## config.mk

```make
export PLATFORM = sky130hd
export DESIGN_NAME = seg_scan_ctrl
export DESIGN_NICKNAME = d
export VERILOG_FILES = /design/src/rtl/seg_scan_ctrl.sv
export SDC_FILE = /design/constraint.sdc
export NUM_CORES = 1
export LEC_CHECK = 0
export BUFFER_PORTS_ARGS = -buffer_cell sky130_fd_sc_hd__buf_4
export CAP_MARGIN = 25
export CORE_MARGIN = 4
export CORE_UTILIZATION = 44
export DETAILED_ROUTE_END_ITERATION = 8
export SYNTH_ARGS = -nofsm -noshare
export SYNTH_HDL_FRONTEND = slang
export SYNTH_SLANG_ARGS = --single-unit
export TNS_END_PERCENT = 100
```

## constraint.sdc

```tcl
create_clock -name CLK -period 3.4 [get_ports CLK]
set_clock_uncertainty 0.2 [all_clocks]
set_input_delay 0.17 -clock CLK [delete_from_list [all_inputs] [get_ports CLK]]
set_output_delay 0.17 -clock CLK [all_outputs]
set_load 0.02 [all_outputs]
```

## src/rtl/seg_scan_ctrl.sv

```systemverilog
// Multiplexed 7-segment scan controller: double-buffered display data,
// leading-zero suppression, per-slot brightness PWM and ghosting guard.
module seg_scan_ctrl #(
    parameter int unsigned DIGITS   = 4,
    parameter int unsigned PRESCALE = 8192,
    parameter int unsigned DUTY_W   = 4
) (
    input  logic                  CLK,
    input  logic                  RST,
    input  logic [4*DIGITS-1:0]   Data,
    input  logic [DIGITS-1:0]     DP,
    input  logic [DIGITS-1:0]     BlankMask,
    input  logic                  LZS,
    input  logic [DUTY_W-1:0]     Brightness,
    input  logic                  Load,
    output logic [DIGITS-1:0]     Anode,
    output logic [6:0]            Segment,
    output logic                  DPOut,
    output logic                  FrameDone
);

    localparam int unsigned CNT_W = $clog2(PRESCALE);
    localparam int unsigned IDX_W = (DIGITS > 1) ? $clog2(DIGITS) : 1;

    logic [CNT_W-1:0]    cnt_q, cnt_d;
    logic [IDX_W-1:0]    idx_q, idx_d;
    logic [DUTY_W-1:0]   ph_q, ph_d;

    logic [4*DIGITS-1:0] pnd_data_q, pnd_data_d, shd_data_q, shd_data_d;
    logic [DIGITS-1:0]   pnd_dp_q, pnd_dp_d, shd_dp_q, shd_dp_d;
    logic [DIGITS-1:0]   pnd_blank_q, pnd_blank_d, shd_blank_q, shd_blank_d;
    logic                pnd_lzs_q, pnd_lzs_d, shd_lzs_q, shd_lzs_d;
    logic                pnd_vld_q, pnd_vld_d;

    logic [DIGITS-1:0]   anode_q, anode_d;
    logic [6:0]          seg_q, seg_d;
    logic                dpout_q, dpout_d;
    logic                frame_done_q, frame_done_d;

    logic                tick, boundary;
    logic [3:0]          nib;
    logic                cur_dp, cur_blank, lz_cur, zero_run, blank_cur, duty_on;

    function automatic logic [6:0] hex7(input logic [3:0] n);
        case (n)
            4'h0:    hex7 = 7'b1000000;
            4'h1:    hex7 = 7'b1111001;
            4'h2:    hex7 = 7'b0100100;
            4'h3:    hex7 = 7'b0110000;
            4'h4:    hex7 = 7'b0011001;
            4'h5:    hex7 = 7'b0010010;
            4'h6:    hex7 = 7'b0000010;
            4'h7:    hex7 = 7'b1111000;
            4'h8:    hex7 = 7'b0000000;
            4'h9:    hex7 = 7'b0010000;
            4'hA:    hex7 = 7'b0001000;
            4'hB:    hex7 = 7'b0000011;
            4'hC:    hex7 = 7'b1000110;
            4'hD:    hex7 = 7'b0100001;
            4'hE:    hex7 = 7'b0000110;
            default: hex7 = 7'b0001110;
        endcase
    endfunction

    // Slot timing, pending/shadow buffering and registered pin values
    always_comb begin
        tick     = (cnt_q == CNT_W'(PRESCALE - 1));
        boundary = tick && (idx_q == IDX_W'(DIGITS - 1));
        cnt_d    = tick ? '0 : cnt_q + CNT_W'(1);
        idx_d    = idx_q;
        if (tick) begin
            idx_d = boundary ? '0 : idx_q + IDX_W'(1);
        end
        ph_d = ph_q + DUTY_W'(1);

        pnd_data_d  = pnd_data_q;
        pnd_dp_d    = pnd_dp_q;
        pnd_blank_d = pnd_blank_q;
        pnd_lzs_d   = pnd_lzs_q;
        pnd_vld_d   = pnd_vld_q;
        shd_data_d  = shd_data_q;
        shd_dp_d    = shd_dp_q;
        shd_blank_d = shd_blank_q;
        shd_lzs_d   = shd_lzs_q;
        if (Load) begin
            pnd_data_d  = Data;
            pnd_dp_d    = DP;
            pnd_blank_d = BlankMask;
            pnd_lzs_d   = LZS;
            pnd_vld_d   = 1'b1;
        end
        // A Load landing on the boundary tick bypasses pending and commits now
        if (boundary) begin
            if (Load) begin
                shd_data_d  = Data;
                shd_dp_d    = DP;
                shd_blank_d = BlankMask;
                shd_lzs_d   = LZS;
            end else if (pnd_vld_q) begin
                shd_data_d  = pnd_data_q;
                shd_dp_d    = pnd_dp_q;
                shd_blank_d = pnd_blank_q;
                shd_lzs_d   = pnd_lzs_q;
            end
            pnd_vld_d = 1'b0;
        end

        nib       = 4'h0;
        cur_dp    = 1'b0;
        cur_blank = 1'b0;
        lz_cur    = 1'b0;
        zero_run  = 1'b1;
        // Walk from the top digit down so zero_run means "this and all higher are 0"
        for (int i = int'(DIGITS) - 1; i >= 0; i--) begin
            zero_run = zero_run && (shd_data_q[4*i +: 4] == 4'h0);
            if (idx_q == IDX_W'(i)) begin
                nib       = shd_data_q[4*i +: 4];
                cur_dp    = shd_dp_q[i];
                cur_blank = shd_blank_q[i];
                lz_cur    = zero_run && (i != 0);
            end
        end
        blank_cur = cur_blank || (shd_lzs_q && lz_cur);
        duty_on   = (Brightness == {DUTY_W{1'b1}}) || (ph_q < Brightness);

        anode_d = '1;
        for (int i = 0; i < int'(DIGITS); i++) begin
            if (!blank_cur && duty_on && (cnt_q != '0) && (idx_q == IDX_W'(i))) begin
                anode_d[i] = 1'b0;
            end
        end
        seg_d        = blank_cur ? 7'b1111111 : hex7(nib);
        dpout_d      = blank_cur ? 1'b1 : ~cur_dp;
        frame_done_d = boundary;
    end

    always_ff @(posedge CLK) begin
        if (RST) begin
            cnt_q        <= '0;
            idx_q        <= '0;
            ph_q         <= '0;
            pnd_data_q   <= '0;
            pnd_dp_q     <= '0;
            pnd_blank_q  <= '0;
            pnd_lzs_q    <= 1'b0;
            pnd_vld_q    <= 1'b0;
            shd_data_q   <= '0;
            shd_dp_q     <= '0;
            shd_blank_q  <= '0;
            shd_lzs_q    <= 1'b0;
            anode_q      <= '1;
            seg_q        <= 7'b1111111;
            dpout_q      <= 1'b1;
            frame_done_q <= 1'b0;
        end else begin
            cnt_q        <= cnt_d;
            idx_q        <= idx_d;
            ph_q         <= ph_d;
            pnd_data_q   <= pnd_data_d;
            pnd_dp_q     <= pnd_dp_d;
            pnd_blank_q  <= pnd_blank_d;
            pnd_lzs_q    <= pnd_lzs_d;
            pnd_vld_q    <= pnd_vld_d;
            shd_data_q   <= shd_data_d;
            shd_dp_q     <= shd_dp_d;
            shd_blank_q  <= shd_blank_d;
            shd_lzs_q    <= shd_lzs_d;
            anode_q      <= anode_d;
            seg_q        <= seg_d;
            dpout_q      <= dpout_d;
            frame_done_q <= frame_done_d;
        end
    end

    assign Anode     = anode_q;
    assign Segment   = seg_q;
    assign DPOut     = dpout_q;
    assign FrameDone = frame_done_q;

endmodule

```

======== Word-level counts from Yosys, hierarchy flattened ========
Memory sizes are Yosys's and may differ from the RTL's. A register that Yosys moved wholly into a read port is not among the register bits.
Index checks and enable logic that the tools add are counted.
word-level totals
  memory bits (read-only) ................. 112
  bits of input ports ..................... 32
  register bits ........................... 76
  memories kept ........................... 1
  word-level logic and storage cells ...... 78
memories
  memory           words  bits a word  rd ports  clocked after Yosys merged registers in  write ports  line  text
  (no name shown)  16     7            1         1                                        0            45    case (n)
operators by class
  bitwise gates (word level) .............. 1
  multiplexer cells ....................... 29
  $lt $le $gt $ge ......................... 1
  reductions and logical operators ........ 23
  add/subtract/negate cells ............... 3
  equality and inequality tests ........... 5
operators with widths
  kind                                                              number
  16-bit two-way mux                                                2
  4-bit two-way mux                                                 8
  1-bit two-way mux                                                 18
  13-bit by 1-bit adder with 13-bit output (second input constant)  1
  13-bit == test (second input constant)                            1
  13-bit nonzero test                                               1
  4-bit zero test                                                   3
  1-bit logical AND                                                 10
  2-bit OR reduction                                                3
  4-bit by 1-bit adder with 4-bit output (second input constant)    1
  2-bit == test (second input constant)                             2
  4-bit == test (second input constant)                             1
  4-bit < comparator                                                1
  2-bit by 1-bit adder with 2-bit output (second input constant)    1
  2-bit by 1-bit == test with 1-bit output (second input constant)  1
  2-bit zero test                                                   1
  1-bit logical OR                                                  2
  2-bit two-way mux                                                 1
  2-bit AND reduction                                               1
  2-bit nonzero test                                                1
  1-bit zero test                                                   1
  1-bit NOT                                                         1

======== Logic depth before layout (Yosys ltp) ========
  word-level depth ........................ 12
  depth in mapped cells ................... 11

======== Worst setup path before layout ========
OpenSTA, ideal clock, no wires.
  path kind ............................... register to register
  start ................................... register idx_q[0]
  end ..................................... register seg_q[3] (netlist: Segment[3])
  setup slack ............................. 0.870 ns
  data required time ...................... 3.068 ns
  arrival time ............................ 2.198 ns
  cell stages (with the launch flop) ...... 11
  path through ............................ dfxtp_1 > inv_1 > ha_1 > buf_4 > nand3b_1 > a221oi_1 > inv_1 > ha_1 > mux2i_1 > mux2_1 > nand2_1
between the ends
  cells in the longest elaborated chain, start to end .. 8
RTL lines
  item                                 line  text
  start: declaration                   26    logic [IDX_W-1:0] idx_q, idx_d;
  start signal: assignment             157   idx_q <= idx_d;
  2-bit == test                        116   if (idx_q == IDX_W'(i)) begin
  1-bit two-way mux (4 in a row)       116
  1-bit logical AND                    123   blank_cur = cur_blank || (shd_lzs_q && lz_cur);
  1-bit logical OR                     123
  2-bit OR reduction (no source line)  --
  end: declaration                     36    logic [6:0] seg_q, seg_d;
Parallel ways exist; a longest one is shown, timed or not.
A chain may end at the register's enable or synchronous reset.

======== Worst setup path after layout ========
Ends and elaborated chain as after synthesis.

==> impl_results.md <==
- GPL Wtd Cong: 0.769
- Core area: 8180 um2
- VDD IR max: 0.267 mV
- Fin crit share: 85.8%
- Worst EP arrival: 2.93 ns
- Share of layout cells above drive strength 1: 13.7%
- Yosys reg bits: 83
- Starting Density: between 40% and 50%
- Post-Syn Area: 3680 um2
- Row count: 33
- Area leader, netlist: dfxtp_1
- Xor and xnor area share after synthesis: roughly 3.3%
- Vias/cell: around 4.9
- Clock buffer depth: 2
- Post-Synth Adder-Cell Area: 5.44%
- Global-route wire length before repair: 12100 um
- Period minus WS final: 2.92 ns
- # DRC: 0
- Ranking of synthesized cells by area: dfxtp_1 45%, mux2i_1 8.2%, ha_1 5.4%
- Worst Tran Pin Value: 0.746 ns
- # setup viols final: 0
- Starting DRT DRC Count: 70
- Seq/Total Area, Yosys: between 40% and 50%
- Slew headroom: between 50% and 60%
- Maximum clock rate: 343 MHz
- Max_cap viols: 0
- Die Wd: 99.4 um
- Final Hold Fails: 0
- Total Routing Usage GR: 15.0%
- Multiplexer area fraction after synthesis: between 8 and 9%
- DP Wirelength: 4740 um
- Leakage: 1.83 nW
- Final net count: 505
- Detailed Routing Iterations Pass 1: 4
- Number of flops mapped to enable cells by yosys: 0
- Most used cells in the layout excluding fill and tap cells: 83 x dfxtp_1, 50 x nor2_1, 47 x nand2_1
- Hold Path Class: in2reg
- Final Slew Violations: 0
- Post-Synthesis Cells: 400
- Via count: 2759
- Largest fanout on the critical path: 14
- Placed cell areas: 3990 um2
- Area grow syn2layout: 19.7%
- Die Ht: 99.4 um
- Ys flop type: dfxtp_1
- Synth Area in Compound Gates: 8.91%
- Avg Cell Area, Syn: 9.20 um2
- Asr flop ratio synth: 0%
- CTS tree: yes
- N_diodes: 0
- Routed wire per std cell: about 12 um
- I/O Buffers: 44
- Critical Path Sink Type: register
- Most common cell after layout, fill and taps aside: dfxtp_1
- Routed wire length: 6970 um
- RSZ-0062 raised after global routing: false
- Cts bufs inserted: 9
- Yosys cell types: 48
- Startpoint Class: register
- Clk_lat worst skew: about 0.34 ns
- Post-Place Cells: 526
- Synthesis Warnings: 0
- Post-route ant nets: 0
- PD cells: ~400 nW/um2
- Antenna violations before repair: 0
- Syn Nets: 448
- Design area: 4400 um2
- Status: finished clean
- Tot Pwr: ~1.8 mW
- Io pins: 45
- Clock Pin Slew Worst Setup and Hold Paths: 0.08 ns
- Simple-Gate Fraction of Synth Area: 22.9%
- Vias in the first global route: 2630
- Setup TNS: 0 ns
- CTS root buf: clkbuf_8
- Share of the synthesized area in the top cell type: 45.2%
- CP required: 3.41 ns
- Largest net degree at the start of global routing: 65
- CTS H-tree lvls: 3
- Crit Path Category: reg2reg
- Largest family of logic cells by synthesized area: simple AND/OR/NAND/NOR gates
- Die area: 9890 um2
- GR Overflow Total: 0
- CTS sink count: 83
- Final non-filler cell total: 566
## report_power, final
part	total (mW)	internal [mW]	switching (mW)
logic	0.152	0.0846	0.0673
clock network	0.605	0.281	0.324
registers	1.01	1.00	0.0118
## area by class of cell
class / count / area, um2
clock buffers: 13 / 149
clock inverters: 2 / 12.5
fillers: 777 / 3770
inverters: 15 / 56.3
multi-input cells: 278 / 1810
flip-flops and latches: 83 / 1660
well taps: 105 / 131
repair buffers: 70 / 588
## synth_stat cells, types with 2 or more instances
cell type   n
a211oi_1    2
a21oi_1     6
a311o_1     2
and2_1      2
and3_1      5
and4_1      2
buf_2       7
buf_4       3
buf_6       6
clkbuf_1    8
dfxtp_1    83
ha_1       16
inv_1      15
mux2i_1    30
nand2_1    47
nand2b_1   24
nand3_1     5
nand3b_1    5
nor2_1     50
nor2b_1     4
nor3_1      5
nor3b_1     4
nor4_1      5
o211ai_1    3
o21ai_0     7
o21ai_1    16
o221ai_1    2
o31ai_1     4
xnor2_1     8
xor2_1      6
## repair_timing
| action | CTS | global route |
|---|---|---|
| resized for setup | 0 | 0 |
| endpoints found under the hold margin | 25 | 0 |
| hold buffers | 25 | 0 |
| buffers inserted | 0 | 0 |
## critical path: stages (launching register included)
cell and delay, ns:
dfxtp_1 0.40, inv_1 0.09, ha_1 0.35, nand3b_1 0.22, a221oi_1 0.66, inv_1 0.19, ha_1 0.34, mux2i_1 0.15
mux2_1 0.14, nand2_1 0.05
## flip-flops by register name (all words and copies together) (netlist names), 2 cells and up
| signal | cells |
|---|---|
| pnd_data_q | 16 |
| idx_q | 2 |
| cnt_q | 13 |
| shd_blank_q | 4 |
| pnd_dp_q | 4 |
| ph_q | 4 |
| shd_dp_q | 4 |
| Segment | 7 |
| Anode | 4 |
| shd_data_q | 16 |
| pnd_blank_q | 4 |
## per-stage QoR
step	hold WS (ns)	utilization, %	setup slack [ns]
after floorplan	0.155	-	0.870
after global placement	0.252	48.8	0.686
after detailed placement	0.255	48.8	0.515
after CTS	0.101	53.9	0.511
after global routing	0.143	53.9	0.199
final	0.0881	53.9	0.483
## path summary, 6_finish.rpt
kind / start / endpoint / slack [ns] / cells past startpoint
min reg2reg: ph_q[0] / ph_q[0] / 0.27 / 1
max: idx_q[0] / Segment[3] / 0.48 / 9
min: RST / ph_q[0] / 0.09 / 2
max reg2reg: idx_q[0] / Segment[3] / 0.48 / 9
## metal layers
metal | vias up | GRT usage [%] | routed length, um
li1 | 1458 | - | -
met1 | 1257 | 19.4 | 3440
met2 | 34 | 24.3 | 3160
met3 | 10 | 2.95 | 239
met4 | 0 | 6.93 | 127
met5 | - | 0 | 0
## kinds of logic after synthesis
kind of cell	after synthesis
and+or+nand+nor	167
DFF	83
AOI/OAI and AO/OA	50
buffers and inverters	39
muxes	31
adders and majority gates	16
xor gates and xnor gates	14
No activity file was read; power rests on OpenSTA's default activity.
